File: config.mk
export PLATFORM = sky130hd
export DESIGN_NAME = filter_queue_fsm_flat
export DESIGN_NICKNAME = d
export VERILOG_FILES = /design/src/rtl/filter_queue_if.sv /design/src/rtl/filter_queue_fsm.sv /design/src/flat_wrapper.sv
export SDC_FILE = /design/constraint.sdc
export NUM_CORES = 1
export LEC_CHECK = 0
export CAP_MARGIN = 20
export CORE_ASPECT_RATIO = 1.1
export CORE_UTILIZATION = 33
export CTS_BUF_LIST = sky130_fd_sc_hd__clkbuf_4
export CTS_CLUSTER_SIZE = 16
export DETAILED_ROUTE_END_ITERATION = 8
export HOLD_SLACK_MARGIN = 0.15
export PLACE_DENSITY = 0.53
export SLEW_MARGIN = 20
export SYNTH_ARGS = -nofsm -noshare
export SYNTH_HDL_FRONTEND = slang
export SYNTH_SLANG_ARGS = --single-unit
File: constraint.sdc
create_clock -name clk -period 4.85 [get_ports clk]
set_clock_uncertainty 0.1 [all_clocks]
set_input_delay 0.485 -clock clk [delete_from_list [all_inputs] [get_ports clk]]
set_output_delay 0.485 -clock clk [all_outputs]
set_load 0.05 [all_outputs]
File: src/rtl/filter_queue_if.sv
// filter_queue_if
//   Neighbour push channel into filter_queue_fsm.
//
//   Handshake: a transfer happens on a rising clk edge where
//   i_nb_valid and o_nb_ready are both 1. The producer may raise
//   i_nb_valid at any time. The packet fields are sampled only on a
//   transfer edge. o_nb_ready depends only on consumer state and never
//   on i_nb_valid. If i_nb_valid is 1 while o_nb_ready is 0, the
//   request is dropped and is not held pending.
//
//   Signals:
//     i_nb_pos                 [POS_W]  neighbour position packet
//     i_nb_node_id             [NODE_W] source node of the neighbour
//     i_nb_from_home_cell_flag [1]      neighbour originates in home cell
//     i_nb_valid               [1]      push request
//     o_nb_ready               [1]      queue can accept a neighbour
//
//   Modports: master = producer, slave = filter_queue_fsm.
interface filter_queue_if #(
  parameter int POS_W  = 64,
  parameter int NODE_W = 4
) ();
  logic [POS_W-1:0]  i_nb_pos;
  logic [NODE_W-1:0] i_nb_node_id;
  logic              i_nb_from_home_cell_flag;
  logic              i_nb_valid;
  logic              o_nb_ready;

  modport master (
    output i_nb_pos, i_nb_node_id, i_nb_from_home_cell_flag, i_nb_valid,
    input  o_nb_ready
  );

  modport slave (
    input  i_nb_pos, i_nb_node_id, i_nb_from_home_cell_flag, i_nb_valid,
    output o_nb_ready
  );
endinterface

File: src/rtl/filter_queue_fsm.sv
// filter_queue_fsm
//   Queues incoming neighbour packets and holds one active neighbour
//   while the home particle ID sweeps through a full revolution. The
//   sweep completes when i_home_parid returns to the value it had when
//   the neighbour was loaded.
//
//   Backpressure (i_almost_full) parks the sweep in SPINNING. The
//   sweep resumes when the home particle ID returns to the checkpoint.
//   A sweep that never completes is dropped after MAX_SWEEP cycles,
//   and the sticky o_timeout flag is set.
//
//   Ports:
//     clk, rst            clock, asynchronous active-high reset
//     nb (slave)          neighbour push channel (see filter_queue_if)
//     i_home_parid        home particle currently under evaluation
//     i_almost_full       downstream backpressure
//     o_nb_reg            active neighbour packet
//     o_node_id_reg       active neighbour node ID
//     o_nb_from_home_cell active neighbour home-cell flag
//     o_filtering_flag    active neighbour is being filtered
//     o_back_pressure     filtering is paused
//     o_done              1-cycle pulse when a sweep completes
//     o_timeout           sticky sweep-timeout error
//     o_q_count           queue occupancy
//     o_dbg_state         FSM state (0 WAITING, 1 FILTERING, 2 SPINNING)
//     o_dbg_sweep         sweep counter
module filter_queue_fsm #(
  parameter int PAR_W     = 8,
  parameter int POS_W     = 64,
  parameter int NODE_W    = 4,
  parameter int QDEPTH    = 4,
  parameter int MAX_SWEEP = 1024,
  localparam int CNT_W    = $clog2(QDEPTH + 1),
  localparam int SWEEP_W  = $clog2(MAX_SWEEP)
) (
  input  logic               clk,
  input  logic               rst,
  filter_queue_if.slave      nb,
  input  logic [PAR_W-1:0]   i_home_parid,
  input  logic               i_almost_full,
  output logic [POS_W-1:0]   o_nb_reg,
  output logic [NODE_W-1:0]  o_node_id_reg,
  output logic               o_nb_from_home_cell,
  output logic               o_filtering_flag,
  output logic               o_back_pressure,
  output logic               o_done,
  output logic               o_timeout,
  output logic [CNT_W-1:0]   o_q_count,
  output logic [1:0]         o_dbg_state,
  output logic [SWEEP_W-1:0] o_dbg_sweep
);

  if (QDEPTH < 2 || (QDEPTH & (QDEPTH - 1)) != 0) begin : g_bad_qdepth
    $error("filter_queue_fsm: QDEPTH must be a power of 2 and at least 2");
  end
  if (MAX_SWEEP < 2) begin : g_bad_max_sweep
    $error("filter_queue_fsm: MAX_SWEEP must be at least 2");
  end

  localparam int PTR_W = $clog2(QDEPTH);

  typedef enum logic [1:0] {
    WAITING   = 2'd0,
    FILTERING = 2'd1,
    SPINNING  = 2'd2
  } state_t;

  state_t state;

  // Queue storage. The contents need no reset because the pointers and
  // the count define which entries are valid.
  logic [POS_W-1:0]  mem_pos  [QDEPTH];
  logic [NODE_W-1:0] mem_node [QDEPTH];
  logic              mem_home [QDEPTH];
  logic [PTR_W-1:0]  wr_ptr;
  logic [PTR_W-1:0]  rd_ptr;
  logic [CNT_W-1:0]  q_count;

  logic [PAR_W-1:0]   target;
  logic [PAR_W-1:0]   ckpt;
  logic [SWEEP_W-1:0] sweep;

  logic push;
  logic pop;
  logic q_empty;
  logic match;

  assign o_q_count     = q_count;
  assign nb.o_nb_ready = (q_count < CNT_W'(QDEPTH));
  assign push          = nb.i_nb_valid && nb.o_nb_ready;
  assign q_empty       = (q_count == '0);
  assign match         = (i_home_parid == target);

  // The head is consumed from WAITING, or on a completing match in
  // FILTERING (zero-bubble reload). Because q_count is the registered
  // count, an entry pushed into an empty queue is popped one cycle later
  // at the earliest.
  assign pop = !q_empty &&
               ((state == WAITING) || (state == FILTERING && match));

  assign o_dbg_state = state;
  assign o_dbg_sweep = sweep;

  always_ff @(posedge clk) begin
    if (push) begin
      mem_pos[wr_ptr]  <= nb.i_nb_pos;
      mem_node[wr_ptr] <= nb.i_nb_node_id;
      mem_home[wr_ptr] <= nb.i_nb_from_home_cell_flag;
    end
  end

  // The pointers wrap naturally because QDEPTH is a power of 2.
  always_ff @(posedge clk or posedge rst) begin
    if (rst) begin
      wr_ptr  <= '0;
      rd_ptr  <= '0;
      q_count <= '0;
    end else begin
      if (push) wr_ptr <= wr_ptr + PTR_W'(1);
      if (pop)  rd_ptr <= rd_ptr + PTR_W'(1);
      case ({push, pop})
        2'b10:   q_count <= q_count + CNT_W'(1);
        2'b01:   q_count <= q_count - CNT_W'(1);
        default: q_count <= q_count;
      endcase
    end
  end

  always_ff @(posedge clk or posedge rst) begin
    if (rst) begin
      state               <= WAITING;
      o_nb_reg            <= '0;
      o_node_id_reg       <= '0;
      o_nb_from_home_cell <= 1'b0;
      o_filtering_flag    <= 1'b0;
      o_back_pressure     <= 1'b0;
      o_done              <= 1'b0;
      o_timeout           <= 1'b0;
      target              <= '0;
      ckpt                <= '0;
      sweep               <= '0;
    end else begin
      o_done <= 1'b0;
      case (state)
        WAITING: begin
          if (!q_empty) begin
            o_nb_reg            <= mem_pos[rd_ptr];
            o_node_id_reg       <= mem_node[rd_ptr];
            o_nb_from_home_cell <= mem_home[rd_ptr];
            target              <= i_home_parid;
            o_filtering_flag    <= 1'b1;
            sweep               <= '0;
            state               <= FILTERING;
          end
        end
        FILTERING: begin
          if (match) begin
            o_done <= 1'b1;
            if (!q_empty) begin
              // Load the next neighbour in the same cycle. The flag
              // stays high across the hand-over.
              o_nb_reg            <= mem_pos[rd_ptr];
              o_node_id_reg       <= mem_node[rd_ptr];
              o_nb_from_home_cell <= mem_home[rd_ptr];
              target              <= i_home_parid;
              sweep               <= '0;
            end else begin
              o_filtering_flag <= 1'b0;
              state            <= WAITING;
            end
          end else if (sweep == SWEEP_W'(MAX_SWEEP - 1)) begin
            // The sweep never closed. Drop the neighbour without o_done.
            o_timeout        <= 1'b1;
            o_filtering_flag <= 1'b0;
            state            <= WAITING;
          end else begin
            sweep <= sweep + SWEEP_W'(1);
            if (i_almost_full) begin
              ckpt             <= i_home_parid;
              o_filtering_flag <= 1'b0;
              o_back_pressure  <= 1'b1;
              state            <= SPINNING;
            end
          end
        end
        SPINNING: begin
          // The sweep counter is frozen here. No target check is made,
          // because the sweep resumes from ckpt.
          if (i_home_parid == ckpt && !i_almost_full) begin
            o_filtering_flag <= 1'b1;
            o_back_pressure  <= 1'b0;
            state            <= FILTERING;
          end
        end
        default: state <= WAITING;
      endcase
    end
  end

endmodule

File: src/flat_wrapper.sv
// flat-port wrapper written by rule: the top's interface ports become plain ports
module filter_queue_fsm_flat 
#(
  parameter int PAR_W     = 8,
  parameter int POS_W     = 64,
  parameter int NODE_W    = 4,
  parameter int QDEPTH    = 4,
  parameter int MAX_SWEEP = 1024,
  localparam int CNT_W    = $clog2(QDEPTH + 1),
  localparam int SWEEP_W  = $clog2(MAX_SWEEP)
)
  (clk, rst, i_home_parid, i_almost_full, o_nb_reg, o_node_id_reg, o_nb_from_home_cell, o_filtering_flag, o_back_pressure, o_done, o_timeout, o_q_count, o_dbg_state, o_dbg_sweep, nb_i_nb_pos, nb_i_nb_node_id, nb_i_nb_from_home_cell_flag, nb_i_nb_valid, nb_o_nb_ready);
  filter_queue_if #(.POS_W(POS_W), .NODE_W(NODE_W)) nb_i ();
  input  logic clk;
  input  logic rst;
  input  logic [PAR_W-1:0] i_home_parid;
  input  logic i_almost_full;
  output logic [POS_W-1:0] o_nb_reg;
  output logic [NODE_W-1:0] o_node_id_reg;
  output logic o_nb_from_home_cell;
  output logic o_filtering_flag;
  output logic o_back_pressure;
  output logic o_done;
  output logic o_timeout;
  output logic [CNT_W-1:0] o_q_count;
  output logic [1:0] o_dbg_state;
  output logic [SWEEP_W-1:0] o_dbg_sweep;
  input wire logic [$bits(nb_i.i_nb_pos)-1:0] nb_i_nb_pos;
  input wire logic [$bits(nb_i.i_nb_node_id)-1:0] nb_i_nb_node_id;
  input wire logic [$bits(nb_i.i_nb_from_home_cell_flag)-1:0] nb_i_nb_from_home_cell_flag;
  input wire logic [$bits(nb_i.i_nb_valid)-1:0] nb_i_nb_valid;
  output wire logic [$bits(nb_i.o_nb_ready)-1:0] nb_o_nb_ready;
  assign nb_i.i_nb_pos = nb_i_nb_pos;
  assign nb_i.i_nb_node_id = nb_i_nb_node_id;
  assign nb_i.i_nb_from_home_cell_flag = nb_i_nb_from_home_cell_flag;
  assign nb_i.i_nb_valid = nb_i_nb_valid;
  assign nb_o_nb_ready = nb_i.o_nb_ready;
  filter_queue_fsm #(.PAR_W(PAR_W), .POS_W(POS_W), .NODE_W(NODE_W), .QDEPTH(QDEPTH), .MAX_SWEEP(MAX_SWEEP)) u_core (.clk(clk), .rst(rst), .nb(nb_i), .i_home_parid(i_home_parid), .i_almost_full(i_almost_full), .o_nb_reg(o_nb_reg), .o_node_id_reg(o_node_id_reg), .o_nb_from_home_cell(o_nb_from_home_cell), .o_filtering_flag(o_filtering_flag), .o_back_pressure(o_back_pressure), .o_done(o_done), .o_timeout(o_timeout), .o_q_count(o_q_count), .o_dbg_state(o_dbg_state), .o_dbg_sweep(o_dbg_sweep));
endmodule
### Word level (Yosys, flattened, before mapping)

Memories as Yosys holds them, arrays and structs flattened.
Cells that the tools add are included.

| operators by class | value |
|---|---|
| add/subtract/negate cells | 5 |
| order comparisons | 1 |
| equal/unequal tests | 16 |
| mux-type cells | 40 |
| bitwise gates (word level) | 2 |
| reduce and logical (&&, ||, !) cells | 20 |

Operators by type and width:

| kind | count |
|---|---|
| two-way mux 64 bit | 2 |
| case mux 64 bit (2 select lines) | 1 |
| two-way mux 10 bit | 3 |
| case mux 10 bit (2 select lines) | 1 |
| equality test 8 bit | 2 |
| two-way mux 1 bit | 16 |
| two-way mux 8 bit | 2 |
| case mux 8 bit (2 select lines) | 1 |
| two-way mux 2 bit | 6 |
| adder 10 x 1 -> 10 bit (second input constant) | 1 |
| equality test 10 bit (second input constant) | 1 |
| AND reduction 5 bit | 2 |
| two-way mux 4 bit | 2 |
| inequality test 2 bit (second input constant) | 4 |
| case mux 4 bit (2 select lines) | 1 |
| AND reduction 4 bit | 2 |
| inequality test 3 x 2 -> 1 bit (second input constant) | 2 |
| case mux 2 bit (3 select lines) | 1 |
| case mux 3 bit (2 select lines) | 1 |
| nonzero test 2 bit | 3 |
| adder 2 x 1 -> 2 bit (second input constant) | 2 |
| equality test 2 x 1 -> 1 bit (second input constant) | 2 |
| equality test 2 bit (second input constant) | 2 |
| logical AND 1 bit | 4 |
| 15 further kinds | 20 |

| storage, ports and cells | value |
|---|---|
| register bits | 108 |
| memory bits (writable) | 276 |
| input port bits | 81 |
| output and inout port bits | 89 |
| word-level logic and storage cells | 101 |
| memories | 3 |

Memories:

| name | depth | width | read ports | clocked after Yosys merged registers in | wr ports | RTL line | source |
|---|---|---|---|---|---|---|---|
| u_core.mem_pos | 4 | 64 | 1 | 0 | 1 | filter_queue_fsm.sv:72 | `logic [POS_W-1:0] mem_pos [QDEPTH];` |
| u_core.mem_node | 4 | 4 | 1 | 0 | 1 | filter_queue_fsm.sv:73 | `logic [NODE_W-1:0] mem_node [QDEPTH];` |
| u_core.mem_home | 4 | 1 | 1 | 0 | 1 | filter_queue_fsm.sv:74 | `logic mem_home [QDEPTH];` |

### Logic depth before layout (Yosys ltp)

| depth | value |
|---|---|
| depth after elaboration | 6 |
| gate-level depth with buffers | 11 |
| gate-level depth less buffers | 11 |

### Worst setup path after synthesis

No wires, ideal clock.

| timing | value |
|---|---|
| kind | register to register |
| start | register u_core.q_count[2], in the netlist u_core.o_q_count[2] |
| end | memory u_core.mem_home[0] (enable) |
| arrival time | 2.619 ns |
| data required time | 4.315 ns |
| path slack | 1.696 ns |
| cell stages (with the launch flop) | 4 |
| buffers on the path | 1 |
| cell sequence | dfrtp_1 -> nor2b_1 -> clkbuf_1 -> and2_1 |

| between the ends | value |
|---|---|
| word-level cells in the longest chain between the ends | 4 |

RTL lines:

| item | RTL line | source |
|---|---|---|
| from (decl) | filter_queue_fsm.sv:77 | `logic [CNT_W-1:0] q_count;` |
| from (signal assigned) | filter_queue_fsm.sv:122 | `2'b10: q_count <= q_count + CNT_W'(1);` |
| from (signal assigned) | filter_queue_fsm.sv:123 | `2'b01: q_count <= q_count - CNT_W'(1);` |
| from (signal assigned) | filter_queue_fsm.sv:124 | `default: q_count <= q_count;` |
| less-than comparator 3 bit | filter_queue_fsm.sv:89 | `assign nb.o_nb_ready = (q_count < CNT_W'(QDEPTH));` |
| logical AND 1 bit | filter_queue_fsm.sv:90 | `assign push = nb.i_nb_valid && nb.o_nb_ready;` |
| two-way mux 1 bit | filter_queue_fsm.sv:105 | `if (push) begin` |
| two-way mux 1 bit (not written as such) | filter_queue_fsm.sv:108 | `mem_home[wr_ptr] <= nb.i_nb_from_home_cell_flag;` |
| to (decl) | filter_queue_fsm.sv:74 |  |

No other way between the ends.

### Final worst setup path

| timing | value |
|---|---|
| start | register u_core.sweep[5], in the netlist u_core.o_dbg_sweep[5] |
| end | output o_dbg_sweep[5] |

RTL lines:

| item | RTL line | source |
|---|---|---|
| from (decl) | filter_queue_fsm.sv:81 | `logic [SWEEP_W-1:0] sweep;` |
| from (signal assigned) | filter_queue_fsm.sv:177 | `sweep <= sweep + SWEEP_W'(1);` |
| to (decl) | flat_wrapper.sv:27 | `output logic [SWEEP_W-1:0] o_dbg_sweep;` |

No word-level cell between the ends.

==> impl_metrics.ini <==
[run_status]
status = finished clean

[critical_path]
cp-start-kind = flip-flop
r2r_end = u_core.o_q_count[2]
crit_family = buffers and inverters
arrival_ns = 2.16
r2r-start = u_core.o_dbg_state[1]
cp_cell_sequence = clkdlybuf4s50_1
slowest_delay_ns = 0.86
crit_type = flip-flop to primary output
reg2reg_depth = 11
cp_max_fo = 9
worst_ep_required_time_ns = 4.26
worst-path-buf-inv = 1
slowest_stage = clkdlybuf4s50_1
cp-end-kind = primary output
r2r_slack_ns = 2.19

[finish]
largest_reg_flops = 256
mostFrequentLayoutCells = 276 x edfxtp_1, 169 x clkdlybuf4s50_1, 166 x clkbuf_4, 106 x dfrtp_1, 85 x mux2_2
syn2layout_area_growth_pct = 30.4
drive_above_1_share_pct = 32.0
final_common_cell = edfxtp_1
nets = 1097

[worst_hold_path]
hold_depth = 1
hold_start = nb_i_nb_pos[4]
hold_path_end = u_core.mem_pos[3][4]
hold_path_class = input port to flip-flop

[global_route]
grt_pass1_vias = 8234
grt_pass1_wl_um = 48500
grt.overflow.total = 0
antenna_found_initial = 1
grt_max_degree = 70
grt_usage_pct = 14.4

[timing]
tns_ns = 0
maxSlewHeadroom_pct = 36.1
setup_viol = 0
report.final.slew_viol_count = 0
worstMarginPinSlew_ns = 0.958
hold_ws_ns = 0.269
min_period_ns = 2.75
hold_viol_final = 0
fmax_ghz = 0.364
finalCritPeriodShare_pct = 56.6
rsz0062_at_grt = no

[synth]
yosysWarnings = 0
synth_seq_cells = 384
syn_avg_cell_area_um2 = 21.0
yosysUniqueCellTypes = 41
synth_cells = 691
netlist_area_um2 = 14500
synth_nets = 783
yosysSeqAreaShare_pct = 75.7

[flow_run]
cap_violations = 0

[clocking]
cts-resized-gates = 0
cts_setup_buffers = 0
insertion_delay_ns = 0.79
cts_buffer_depth = 3
numCtsBuffers = 102
postCtsHoldBufs = 59
path_clk_slew_ns = 0.06
h-tree-depth = 3
cts-root-buf = clkbuf_4
cts_tree = done
clock_sinks = 384

[routing]
postRouteAntennaNets = 0
via_per_inst = 4.60
wl_per_cell_um = 18.6
totalWireLength_um = 31000
route.detailed.drc = 0
vias = 7653
firstDrtPassIters = 4
dr.first_iter.drc_count = 281

[pwr]
max-vdd-ir-drop_mv = 0.346
seqPwrFrac_pct = 39.0
p_sw_share_pct = 35.2
clkPwrFrac_pct = 23.4
p_leak_nw = 6.72
power_density_nw_per_um2 = 661
total_power_mw = 12.5
combinationalPowerShare_pct = 37.6
power.internal_mw = 8.11
p_sw_mw = 4.41

[floorplan]
die_y_um = 222
rows = 80
dieArea_um2 = 44800
dieWidth_um = 202
io-pin-count = 170
start_util_pct = 33.5
core_area_um2 = 43300

[place]
portBuffers = 169
dp_hpwl_um = 17100
place_congestion = 0.741
==> synthesized netlist by cell type <==
cell type    n  area share (%)
o31ai_1      4            0.21
dfrtp_1    108              19
o21ba_2      1           0.069
and2_1       5            0.22
ha_1        10            0.86
a41o_1       1           0.069
and4_1       2            0.12
mux2_2      85             6.6
a31oi_1      6            0.26
nor2_1       6            0.16
nor3_4       1            0.11
buf_1        7            0.18
xor2_1       2            0.12
and3_1       4            0.17
o2111ai_1    1           0.060
edfxtp_1   276              57
nand2_2      1           0.043
buf_6        2            0.16
mux4_2      69              11
nand2b_1     1           0.043
nor2b_1      1           0.043
inv_1       11            0.28
mux2i_1      3            0.21
nand4_1      4            0.17
o21bai_1     1           0.052
a311oi_1     3            0.18
o41ai_1      1           0.060
nand2_1      7            0.18
buf_4        1           0.052
fa_1         1            0.14
nor3b_1      1           0.052
a21oi_1      6            0.21
nand3b_1     2            0.10
clkbuf_1    12            0.31
o21a_1       2            0.10
nor3_1       5            0.17
o21ai_0      5            0.17
buf_2        7            0.24
nand3_1      5            0.17
xnor2_1     20             1.2
a41oi_1      1           0.060
==> worst reg2reg max path, stage by stage (launching register included) <==
cell and delay, ns:
dfrtp_1 0.44, inv_1 0.10, ha_1 0.30, inv_1 0.07
nor3_1 0.33, o21ba_2 0.22, ha_1 0.18, inv_1 0.06
fa_1 0.37, xor2_1 0.15, nor2_1 0.12, xnor2_1 0.13
==> power by group through the flow <==
stage | logic (mW) | registers, mW | clock network (mW)
after floorplan | 2.35 | 5.84 | 0
after global placement | 4.72 | 4.97 | 0
after detailed placement | 4.75 | 4.98 | 0
after CTS | 4.79 | 4.92 | 3.08
after global routing | 4.99 | 5.01 | 3.24
final | 4.70 | 4.88 | 2.93
==> worst max path at each step <==
stage,startpoint,end,slack (ns),depth (start not counted)
after floorplan,rst,u_core.ckpt[0],1.42,1
after global placement,i_home_parid[1],u_core.o_q_count[2],1.58,11
after detailed placement,i_home_parid[1],u_core.o_q_count[2],1.61,11
after CTS,u_core.o_dbg_sweep[5],o_dbg_sweep[5],1.98,1
after global routing,u_core.o_dbg_sweep[5],o_dbg_sweep[5],1.95,1
final,u_core.o_dbg_sweep[5],o_dbg_sweep[5],2.10,1
==> through the flow <==
stage	cell area, um2	std cells	setup WS (ns)	utilization, %
after floorplan	14500	691	1.42	-
after global placement	17000	1416	1.58	39.1
after detailed placement	17000	1416	1.61	39.1
after CTS	18900	1663	1.98	43.7
after global routing	18900	1665	1.95	43.7
final	18900	1665	2.10	43.7
==> final cells by class <==
| type | count | area (um2) |
|---|---|---|
| clock inverter | 22 | 138 |
| multi-input combinational | 267 | 3360 |
| sequential | 384 | 11000 |
| fill | 3870 | 24400 |
| inverter | 11 | 43.8 |
| clock buffer | 166 | 1250 |
| timing repair buffer | 239 | 2430 |
| tap | 574 | 718 |
| antenna | 2 | 5.00 |
==> cells by family after synthesis <==
kind of cell | after synthesis | synth area share, %
buf+inv | 40 | 1.22
compound gates | 32 | 1.50
mux | 157 | 17.5
simple gates | 45 | 1.76
xor+xnor | 22 | 1.33
flops | 384 | 75.7
fa+ha+maj | 11 | 1.00
==> routing by layer <==
layer	vias to the layer above	global-route usage (%)	routed length, um
met1	3936	18.8	13900
met5	-	0	0
li1	3474	-	-
met4	0	6.77	619
met3	48	4.14	1650
met2	195	22.3	14900
(Power assumes the default switching activity.)
